===== config.mk =====
export PLATFORM = sky130hd
export DESIGN_NAME = datapath_flat
export DESIGN_NICKNAME = d
export VERILOG_FILES = /design/src/rtl/datapath_if.sv /design/src/rtl/datapath.sv /design/src/flat_wrapper.sv
export SDC_FILE = /design/constraint.sdc
export NUM_CORES = 2
export LEC_CHECK = 0
export CAP_MARGIN = 20
export CORE_ASPECT_RATIO = 0.75
export CORE_MARGIN = 8
export CORE_UTILIZATION = 41
export DETAILED_ROUTE_END_ITERATION = 7
export DONT_BUFFER_PORTS = 1
export HOLD_SLACK_MARGIN = 0.08
export PLACE_DENSITY = 0.69
export SETUP_SLACK_MARGIN = 0.4
export SLEW_MARGIN = 20
export SYNTH_ARGS = -nofsm -noshare
export SYNTH_HDL_FRONTEND = slang
export SYNTH_SLANG_ARGS = --single-unit

===== constraint.sdc =====
create_clock -name iClk -period 24.4 [get_ports iClk]
set_clock_uncertainty 0.2 [all_clocks]
set_input_delay 4.88 -clock iClk [delete_from_list [all_inputs] [get_ports iClk]]
set_output_delay 4.88 -clock iClk [all_outputs]
set_load 0.03 [all_outputs]

===== src/rtl/datapath_if.sv =====
// datapath_if: control-unit and memory bus of the MiniSRC datapath
//   master : control unit / testbench side (drives controls and memory read data)
//   slave  : datapath side (drives memory address/data and condition flags)
interface datapath_if;
   logic [31:0] iMemData;
   logic [31:0] oMemAddr;
   logic [31:0] oMemData;
   logic        iPC_nRst;
   logic        iPC_en;
   logic        iPC_jmp;
   logic        iPC_loadRA;
   logic        iPC_loadImm;
   logic        iRF_Write;
   logic [3:0]  iRF_AddrA;
   logic [3:0]  iRF_AddrB;
   logic [3:0]  iRF_AddrC;
   logic        iRWB_en;
   logic [3:0]  iALU_Ctrl;
   logic        iRA_en;
   logic        iRB_en;
   logic        iRZH_en;
   logic        iRZL_en;
   logic        iRAS_en;
   logic        iMUX_BIS;
   logic        iMUX_RZHS;
   logic        iMUX_WBM;
   logic        iMUX_WBP;
   logic        iMUX_MAP;
   logic        iMUX_ASS;
   logic [31:0] iImm32;
   logic        oJ_zero;
   logic        oJ_nZero;
   logic        oJ_pos;
   logic        oJ_neg;
   logic        oALU_zero;
   logic        oALU_neg;

   modport master (
      output iMemData, iPC_nRst, iPC_en, iPC_jmp, iPC_loadRA, iPC_loadImm,
             iRF_Write, iRF_AddrA, iRF_AddrB, iRF_AddrC, iRWB_en, iALU_Ctrl,
             iRA_en, iRB_en, iRZH_en, iRZL_en, iRAS_en,
             iMUX_BIS, iMUX_RZHS, iMUX_WBM, iMUX_WBP, iMUX_MAP, iMUX_ASS, iImm32,
      input  oMemAddr, oMemData, oJ_zero, oJ_nZero, oJ_pos, oJ_neg,
             oALU_zero, oALU_neg
   );

   modport slave (
      input  iMemData, iPC_nRst, iPC_en, iPC_jmp, iPC_loadRA, iPC_loadImm,
             iRF_Write, iRF_AddrA, iRF_AddrB, iRF_AddrC, iRWB_en, iALU_Ctrl,
             iRA_en, iRB_en, iRZH_en, iRZL_en, iRAS_en,
             iMUX_BIS, iMUX_RZHS, iMUX_WBM, iMUX_WBP, iMUX_MAP, iMUX_ASS, iImm32,
      output oMemAddr, oMemData, oJ_zero, oJ_nZero, oJ_pos, oJ_neg,
             oALU_zero, oALU_neg
   );
endinterface


===== src/rtl/datapath.sv =====
// datapath: MiniSRC register-transfer datapath (PC, 16x32 RF, RA/RB, ALU, RZH/RZL, RAS, RWB)
//   iClk : rising-edge clock
//   nRst : asynchronous active-high reset, clears all state
//   bus  : datapath_if.slave -- control enables/selects/opcode, immediate, memory
//          read data in; memory address/write data and branch/ALU flags out
//   Optional MUL/DIV (opcodes 9/10) built only when DATAPATH_MULDIV_EN is defined;
//   otherwise those opcodes yield zero.
module datapath (
   input  logic      iClk,
   input  logic      nRst,
   datapath_if.slave bus
);
   logic [31:0] rf [16];
   logic [31:0] pc, ra, rb, rzh, rzl, ras, rwb;
   logic [31:0] rd_a, rd_b, rz, alu_hi, alu_lo;
   logic [63:0] dbl, ror_w, rol_w;
   logic [4:0]  sh;

   assign rd_a  = rf[bus.iRF_AddrA];
   assign rd_b  = rf[bus.iRF_AddrB];
   assign rz    = bus.iMUX_RZHS ? rzh : rzl;
   assign sh    = rb[4:0];
   // rotates take the matching half of RA concatenated with itself
   assign dbl   = {ra, ra};
   assign ror_w = dbl >> sh;
   assign rol_w = dbl << sh;

`ifdef DATAPATH_MULDIV_EN
   logic [63:0]        prod;
   logic [31:0]        dvs;
   logic signed [31:0] quo_s, rem_s;
   logic [31:0]        quo, rem;
   assign prod  = $signed({{32{ra[31]}}, ra}) * $signed({{32{rb[31]}}, rb});
   // divisor forced to 1 for RB=0 and RB=-1 so the raw divider never sees
   // divide-by-zero or the MIN/-1 overflow; those cases are muxed in below
   assign dvs   = (rb == '0 || rb == '1) ? 32'd1 : rb;
   assign quo_s = $signed(ra) / $signed(dvs);
   assign rem_s = $signed(ra) % $signed(dvs);
   assign quo   = rb == '0 ? '1 : rb == '1 ? 32'd0 - ra : quo_s;
   assign rem   = rb == '0 ? ra : rb == '1 ? 32'd0 : rem_s;
`endif

   always_comb begin
      alu_hi = '0;
      alu_lo = '0;
      case (bus.iALU_Ctrl)
         4'd0:  alu_lo = ra + rb;
         4'd1:  alu_lo = ra - rb;
         4'd2:  alu_lo = ra & rb;
         4'd3:  alu_lo = ra | rb;
         4'd4:  alu_lo = ra >> sh;
         4'd5:  alu_lo = $signed(ra) >>> sh;
         4'd6:  alu_lo = ra << sh;
         4'd7:  alu_lo = ror_w[31:0];
         4'd8:  alu_lo = rol_w[63:32];
`ifdef DATAPATH_MULDIV_EN
         4'd9:  {alu_hi, alu_lo} = prod;
         4'd10: {alu_hi, alu_lo} = {rem, quo};
`endif
         4'd11: alu_lo = 32'd0 - rb;
         4'd12: alu_lo = ~rb;
         4'd13: alu_lo = ra;
         4'd14: alu_lo = rb;
         default: alu_lo = '0;
      endcase
   end

   always_ff @(posedge iClk or posedge nRst) begin
      if (nRst) begin
         rf  <= '{default: '0};
         pc  <= '0;
         ra  <= '0;
         rb  <= '0;
         rzh <= '0;
         rzl <= '0;
         ras <= '0;
         rwb <= '0;
      end else begin
         if (bus.iRF_Write) rf[bus.iRF_AddrC] <= rwb;
         if (bus.iRA_en)    ra  <= rd_a;
         if (bus.iRB_en)    rb  <= bus.iMUX_BIS ? bus.iImm32 : rd_b;
         if (bus.iRZH_en)   rzh <= alu_hi;
         if (bus.iRZL_en)   rzl <= alu_lo;
         if (bus.iRAS_en)   ras <= rz;
         if (bus.iRWB_en)
            rwb <= bus.iMUX_WBM ? bus.iMemData :
                   bus.iMUX_WBP ? pc :
                   bus.iMUX_ASS ? ras : rz;
         // synchronous PC clear overrides every other PC control
         if (!bus.iPC_nRst)
            pc <= '0;
         else if (bus.iPC_en)
            pc <= (bus.iPC_jmp && bus.iPC_loadRA)  ? ra :
                  (bus.iPC_jmp && bus.iPC_loadImm) ? pc + bus.iImm32 : pc + 32'd1;
      end
   end

   assign bus.oMemAddr  = bus.iMUX_MAP ? pc : rzl;
   assign bus.oMemData  = rd_b;
   assign bus.oJ_zero   = ra == '0;
   assign bus.oJ_nZero  = ra != '0;
   assign bus.oJ_neg    = ra[31];
   assign bus.oJ_pos    = ~ra[31] & (ra != '0);
   assign bus.oALU_zero = alu_lo == '0;
   assign bus.oALU_neg  = alu_lo[31];
endmodule


===== src/flat_wrapper.sv =====
// flat-port wrapper written by rule: the top's interface ports become plain ports
module datapath_flat 
  (iClk, nRst, bus_iMemData, bus_iPC_nRst, bus_iPC_en, bus_iPC_jmp, bus_iPC_loadRA, bus_iPC_loadImm, bus_iRF_Write, bus_iRF_AddrA, bus_iRF_AddrB, bus_iRF_AddrC, bus_iRWB_en, bus_iALU_Ctrl, bus_iRA_en, bus_iRB_en, bus_iRZH_en, bus_iRZL_en, bus_iRAS_en, bus_iMUX_BIS, bus_iMUX_RZHS, bus_iMUX_WBM, bus_iMUX_WBP, bus_iMUX_MAP, bus_iMUX_ASS, bus_iImm32, bus_oMemAddr, bus_oMemData, bus_oJ_zero, bus_oJ_nZero, bus_oJ_pos, bus_oJ_neg, bus_oALU_zero, bus_oALU_neg);
  datapath_if bus_i ();
  input  logic iClk;
  input  logic nRst;
  input wire logic [$bits(bus_i.iMemData)-1:0] bus_iMemData;
  input wire logic [$bits(bus_i.iPC_nRst)-1:0] bus_iPC_nRst;
  input wire logic [$bits(bus_i.iPC_en)-1:0] bus_iPC_en;
  input wire logic [$bits(bus_i.iPC_jmp)-1:0] bus_iPC_jmp;
  input wire logic [$bits(bus_i.iPC_loadRA)-1:0] bus_iPC_loadRA;
  input wire logic [$bits(bus_i.iPC_loadImm)-1:0] bus_iPC_loadImm;
  input wire logic [$bits(bus_i.iRF_Write)-1:0] bus_iRF_Write;
  input wire logic [$bits(bus_i.iRF_AddrA)-1:0] bus_iRF_AddrA;
  input wire logic [$bits(bus_i.iRF_AddrB)-1:0] bus_iRF_AddrB;
  input wire logic [$bits(bus_i.iRF_AddrC)-1:0] bus_iRF_AddrC;
  input wire logic [$bits(bus_i.iRWB_en)-1:0] bus_iRWB_en;
  input wire logic [$bits(bus_i.iALU_Ctrl)-1:0] bus_iALU_Ctrl;
  input wire logic [$bits(bus_i.iRA_en)-1:0] bus_iRA_en;
  input wire logic [$bits(bus_i.iRB_en)-1:0] bus_iRB_en;
  input wire logic [$bits(bus_i.iRZH_en)-1:0] bus_iRZH_en;
  input wire logic [$bits(bus_i.iRZL_en)-1:0] bus_iRZL_en;
  input wire logic [$bits(bus_i.iRAS_en)-1:0] bus_iRAS_en;
  input wire logic [$bits(bus_i.iMUX_BIS)-1:0] bus_iMUX_BIS;
  input wire logic [$bits(bus_i.iMUX_RZHS)-1:0] bus_iMUX_RZHS;
  input wire logic [$bits(bus_i.iMUX_WBM)-1:0] bus_iMUX_WBM;
  input wire logic [$bits(bus_i.iMUX_WBP)-1:0] bus_iMUX_WBP;
  input wire logic [$bits(bus_i.iMUX_MAP)-1:0] bus_iMUX_MAP;
  input wire logic [$bits(bus_i.iMUX_ASS)-1:0] bus_iMUX_ASS;
  input wire logic [$bits(bus_i.iImm32)-1:0] bus_iImm32;
  output wire logic [$bits(bus_i.oMemAddr)-1:0] bus_oMemAddr;
  output wire logic [$bits(bus_i.oMemData)-1:0] bus_oMemData;
  output wire logic [$bits(bus_i.oJ_zero)-1:0] bus_oJ_zero;
  output wire logic [$bits(bus_i.oJ_nZero)-1:0] bus_oJ_nZero;
  output wire logic [$bits(bus_i.oJ_pos)-1:0] bus_oJ_pos;
  output wire logic [$bits(bus_i.oJ_neg)-1:0] bus_oJ_neg;
  output wire logic [$bits(bus_i.oALU_zero)-1:0] bus_oALU_zero;
  output wire logic [$bits(bus_i.oALU_neg)-1:0] bus_oALU_neg;
  assign bus_i.iMemData = bus_iMemData;
  assign bus_i.iPC_nRst = bus_iPC_nRst;
  assign bus_i.iPC_en = bus_iPC_en;
  assign bus_i.iPC_jmp = bus_iPC_jmp;
  assign bus_i.iPC_loadRA = bus_iPC_loadRA;
  assign bus_i.iPC_loadImm = bus_iPC_loadImm;
  assign bus_i.iRF_Write = bus_iRF_Write;
  assign bus_i.iRF_AddrA = bus_iRF_AddrA;
  assign bus_i.iRF_AddrB = bus_iRF_AddrB;
  assign bus_i.iRF_AddrC = bus_iRF_AddrC;
  assign bus_i.iRWB_en = bus_iRWB_en;
  assign bus_i.iALU_Ctrl = bus_iALU_Ctrl;
  assign bus_i.iRA_en = bus_iRA_en;
  assign bus_i.iRB_en = bus_iRB_en;
  assign bus_i.iRZH_en = bus_iRZH_en;
  assign bus_i.iRZL_en = bus_iRZL_en;
  assign bus_i.iRAS_en = bus_iRAS_en;
  assign bus_i.iMUX_BIS = bus_iMUX_BIS;
  assign bus_i.iMUX_RZHS = bus_iMUX_RZHS;
  assign bus_i.iMUX_WBM = bus_iMUX_WBM;
  assign bus_i.iMUX_WBP = bus_iMUX_WBP;
  assign bus_i.iMUX_MAP = bus_iMUX_MAP;
  assign bus_i.iMUX_ASS = bus_iMUX_ASS;
  assign bus_i.iImm32 = bus_iImm32;
  assign bus_oMemAddr = bus_i.oMemAddr;
  assign bus_oMemData = bus_i.oMemData;
  assign bus_oJ_zero = bus_i.oJ_zero;
  assign bus_oJ_nZero = bus_i.oJ_nZero;
  assign bus_oJ_pos = bus_i.oJ_pos;
  assign bus_oJ_neg = bus_i.oJ_neg;
  assign bus_oALU_zero = bus_i.oALU_zero;
  assign bus_oALU_neg = bus_i.oALU_neg;
  datapath u_core (.iClk(iClk), .nRst(nRst), .bus(bus_i));
endmodule

==> results.ini <==
[grt]
grt_max_degree=159
track_usage_pct=30.5
grt_pass1_vias=40300
grt_overflow=0
grt_pass1_wl_mm=306
antenna_found_initial=35

[logic_synthesis]
ys_seq_area_share_pct=34.3
syn-num-nets=4938
synth_cells=4700
post_synth.cell_area_avg_um2=10.9
synthesis.area_um2=51400
yosys_warnings=0
ys_seq_elements=704
ys_types=91
synth-edff-count=0
synthFlopType=dfrtp_1
synthArstFlopShare_pct=100

[worst_setup_path]
rrSetupSlack_ps=17480
cp.arrival_ps=10240
timing.rr.start=u_core.rb[1]$_DFFE_PP0P_
reg2regPathDepth=9
critPathLaunchType=input pin
worstReg2RegEnd=u_core.rzl[29]$_DFFE_PP0P_
worstSetupPathType=in2out
cp-end-kind=primary output
critPathRequiredTime_ps=19320
crit_fanout=91

[die]
die_x_um=425
fp-row-count=112
core_um2=124000
chipHeight_um=323
start_util_pct=41.3
num_io_pins=170
die_area_um2=137000

[pwr]
switching_power_mw=2.18
pwr-share-comb_pct=44.2
p_seq_share_pct=32.8
power.density_nw_per_um2=96.0
power.internal_mw=3.12
ir_worst_vdd_mv=0.0698
switching_share_pct=41.1
clkPwrFrac_pct=23.0
p_leak_nw=22.5

[route]
ant_nets=0
wire_per_inst_um=35.0
dr.pass1.iters=8
via_count=42600
viasPerCell=6.90
drt_wl_total_mm=216
drt_iter0_markers=6852
drc=31

[run_status]
violations=DRC
status=finished, violations left

[sta]
rsz0062_at_grt=false
finalSetupViolations=0
min_period_over_period_pct=62.8
worst_slew_pin_slew_ps=1300
setup-tns-final_ps=0
hold_viol=0
min_period_ps=15320
max_freq_mhz=65.3
finalMaxSlewViolations=0
slew_headroom_pct=12.6

[final_layout]
final_util_pct=44.5
area_delta_synth_final_pct=7.58
layout_common_cells=699 x dfrtp_1, 589 x mux2_2, 418 x mux4_2
fin_area_um2=55300
layout_commonest_cell=dfrtp_1
drive_gt1_share_pct=28.9
nets=4674

[clock_network]
cts_buffers=79
post_cts_buffers=0
worstSkewPairLatency_ps=690
htree_levels=3
cts_resized=0
cts.sinks=704
cts-root-buf=clkbuf_16
cts_hold_buf=0
cts_buffer_depth=3
cts_tree=done
clk_pin_slew_ps=60

[placement]
place_congestion=1.06
dpl.hpwl_mm=148
place.port_buffers=0
place_area_um2=52500

[worst_hold_path]
hold_path_end=u_core.rf[282]$_DFFE_PP0P_
min_path_type=reg2reg
hold_start=u_core.rf[282]$_DFFE_PP0P_
whs_path_depth=1

[run]
maxCapViolations=0

## cells in the mapped netlist, types with 20 or more instances
cell type / instances / area (um^2)
nand2b_1: 34 / 213
a21oi_1: 322 / 1610
nor4_1: 28 / 175
buf_1: 94 / 353
dfrtp_1: 704 / 17600
nand3b_1: 54 / 405
inv_1: 128 / 480
nand4_1: 34 / 213
o211ai_1: 44 / 330
o22ai_1: 39 / 244
mux2i_1: 119 / 1190
mux4_2: 418 / 9410
a22oi_1: 20 / 150
nor2_1: 335 / 1260
buf_2: 51 / 255
and2_1: 47 / 294
mux2_2: 589 / 6630
clkbuf_1: 284 / 1070
nand3_1: 62 / 310
a211oi_1: 35 / 263
a31oi_1: 35 / 219
o21ai_0: 201 / 1010
xnor2_1: 37 / 324
nand2_1: 271 / 1020
nor2b_1: 31 / 194
ha_1: 135 / 1690
nor3b_1: 39 / 293
and3_1: 55 / 344
nor3_1: 65 / 325
a21o_1: 45 / 338
## through the flow
stage                     setup WS [ps]  hold slack [ps]  instances  power, mW
final                              9080              322       6172       5.30
after global routing               9120              334       6156       5.46
after CTS                          9390              323       6151       5.20
after detailed placement           9420              309       6008       3.97
after global placement             9420              299       6008       3.93
after floorplan                    9680              282       4700       3.23
## worst max-delay path, stage by stage
cell	delay, ps
nand4b_1	110
buf_4	330
nand2_1	130
ha_1	220
fa_1	450
nand3b_1	250
a211oi_1	320
o21ai_0	350
nand2_1	160
xnor2_1	280
o221ai_1	260
a211oi_1	810
nand4_1	380
nor4_1	580
and4_1	260
and3b_1	360
## state kept, by name, indices dropped and copies added (netlist names)
name	cells
u_core.ra	32
u_core.ras	32
u_core.rb	32
u_core.rzl	32
u_core.rwb	32
u_core.rf	512
u_core.pc	32
## per-layer routing
metal | wire length [um] | track usage, %
met3 | 30900 | 12.8
met5 | 414 | 1.25
met2 | 85300 | 41.0
met1 | 86700 | 41.8
met4 | 12600 | 15.0
## how the worst max path moves through the flow
stage                           startpoint  slack (ps)                       end
final                     bus_iALU_Ctrl[0]        9080             bus_oALU_zero
after global placement    bus_iALU_Ctrl[0]        9420             bus_oALU_zero
after CTS                 bus_iALU_Ctrl[0]        9390             bus_oALU_zero
after detailed placement  bus_iALU_Ctrl[0]        9420             bus_oALU_zero
after global routing      bus_iALU_Ctrl[0]        9120             bus_oALU_zero
after floorplan                       nRst        9680  u_core.pc[0]$_DFFE_PP0P_
## cell families after synthesis
family / count (synthesis) / synth area share (%)
mux: 1134 / 33.9
simple gates: 1125 / 10.9
compound gates: 966 / 12.0
flops: 704 / 34.3
buf+inv: 578 / 4.53
fa+ha+maj: 138 / 3.41
xor+xnor: 55 / 0.938
## power groups by stage
stage	Combinational, mW	Clock, mW	Sequential (mW)
3_3_place_gp	2.22	0	1.71
5_1_grt	2.41	1.28	1.78
4_1_cts	2.24	1.24	1.72
3_5_place_dp	2.23	0	1.74
6_report	2.34	1.22	1.74
2_1_floorplan	1.58	0	1.64
## cell type report
| class | instances | area [um^2] |
|---|---|---|
| repair buffers | 101 | 800 |
| well taps | 1653 | 2070 |
| inverters | 132 | 500 |
| flip-flops and latches | 704 | 17600 |
| clock buffers | 116 | 2320 |
| fillers | 11300 | 69000 |
| clock inverters | 27 | 339 |
| multi-input cells | 3418 | 31500 |
| diodes | 21 | 52.6 |
Note: power is estimated with default switching activity, not from simulation.
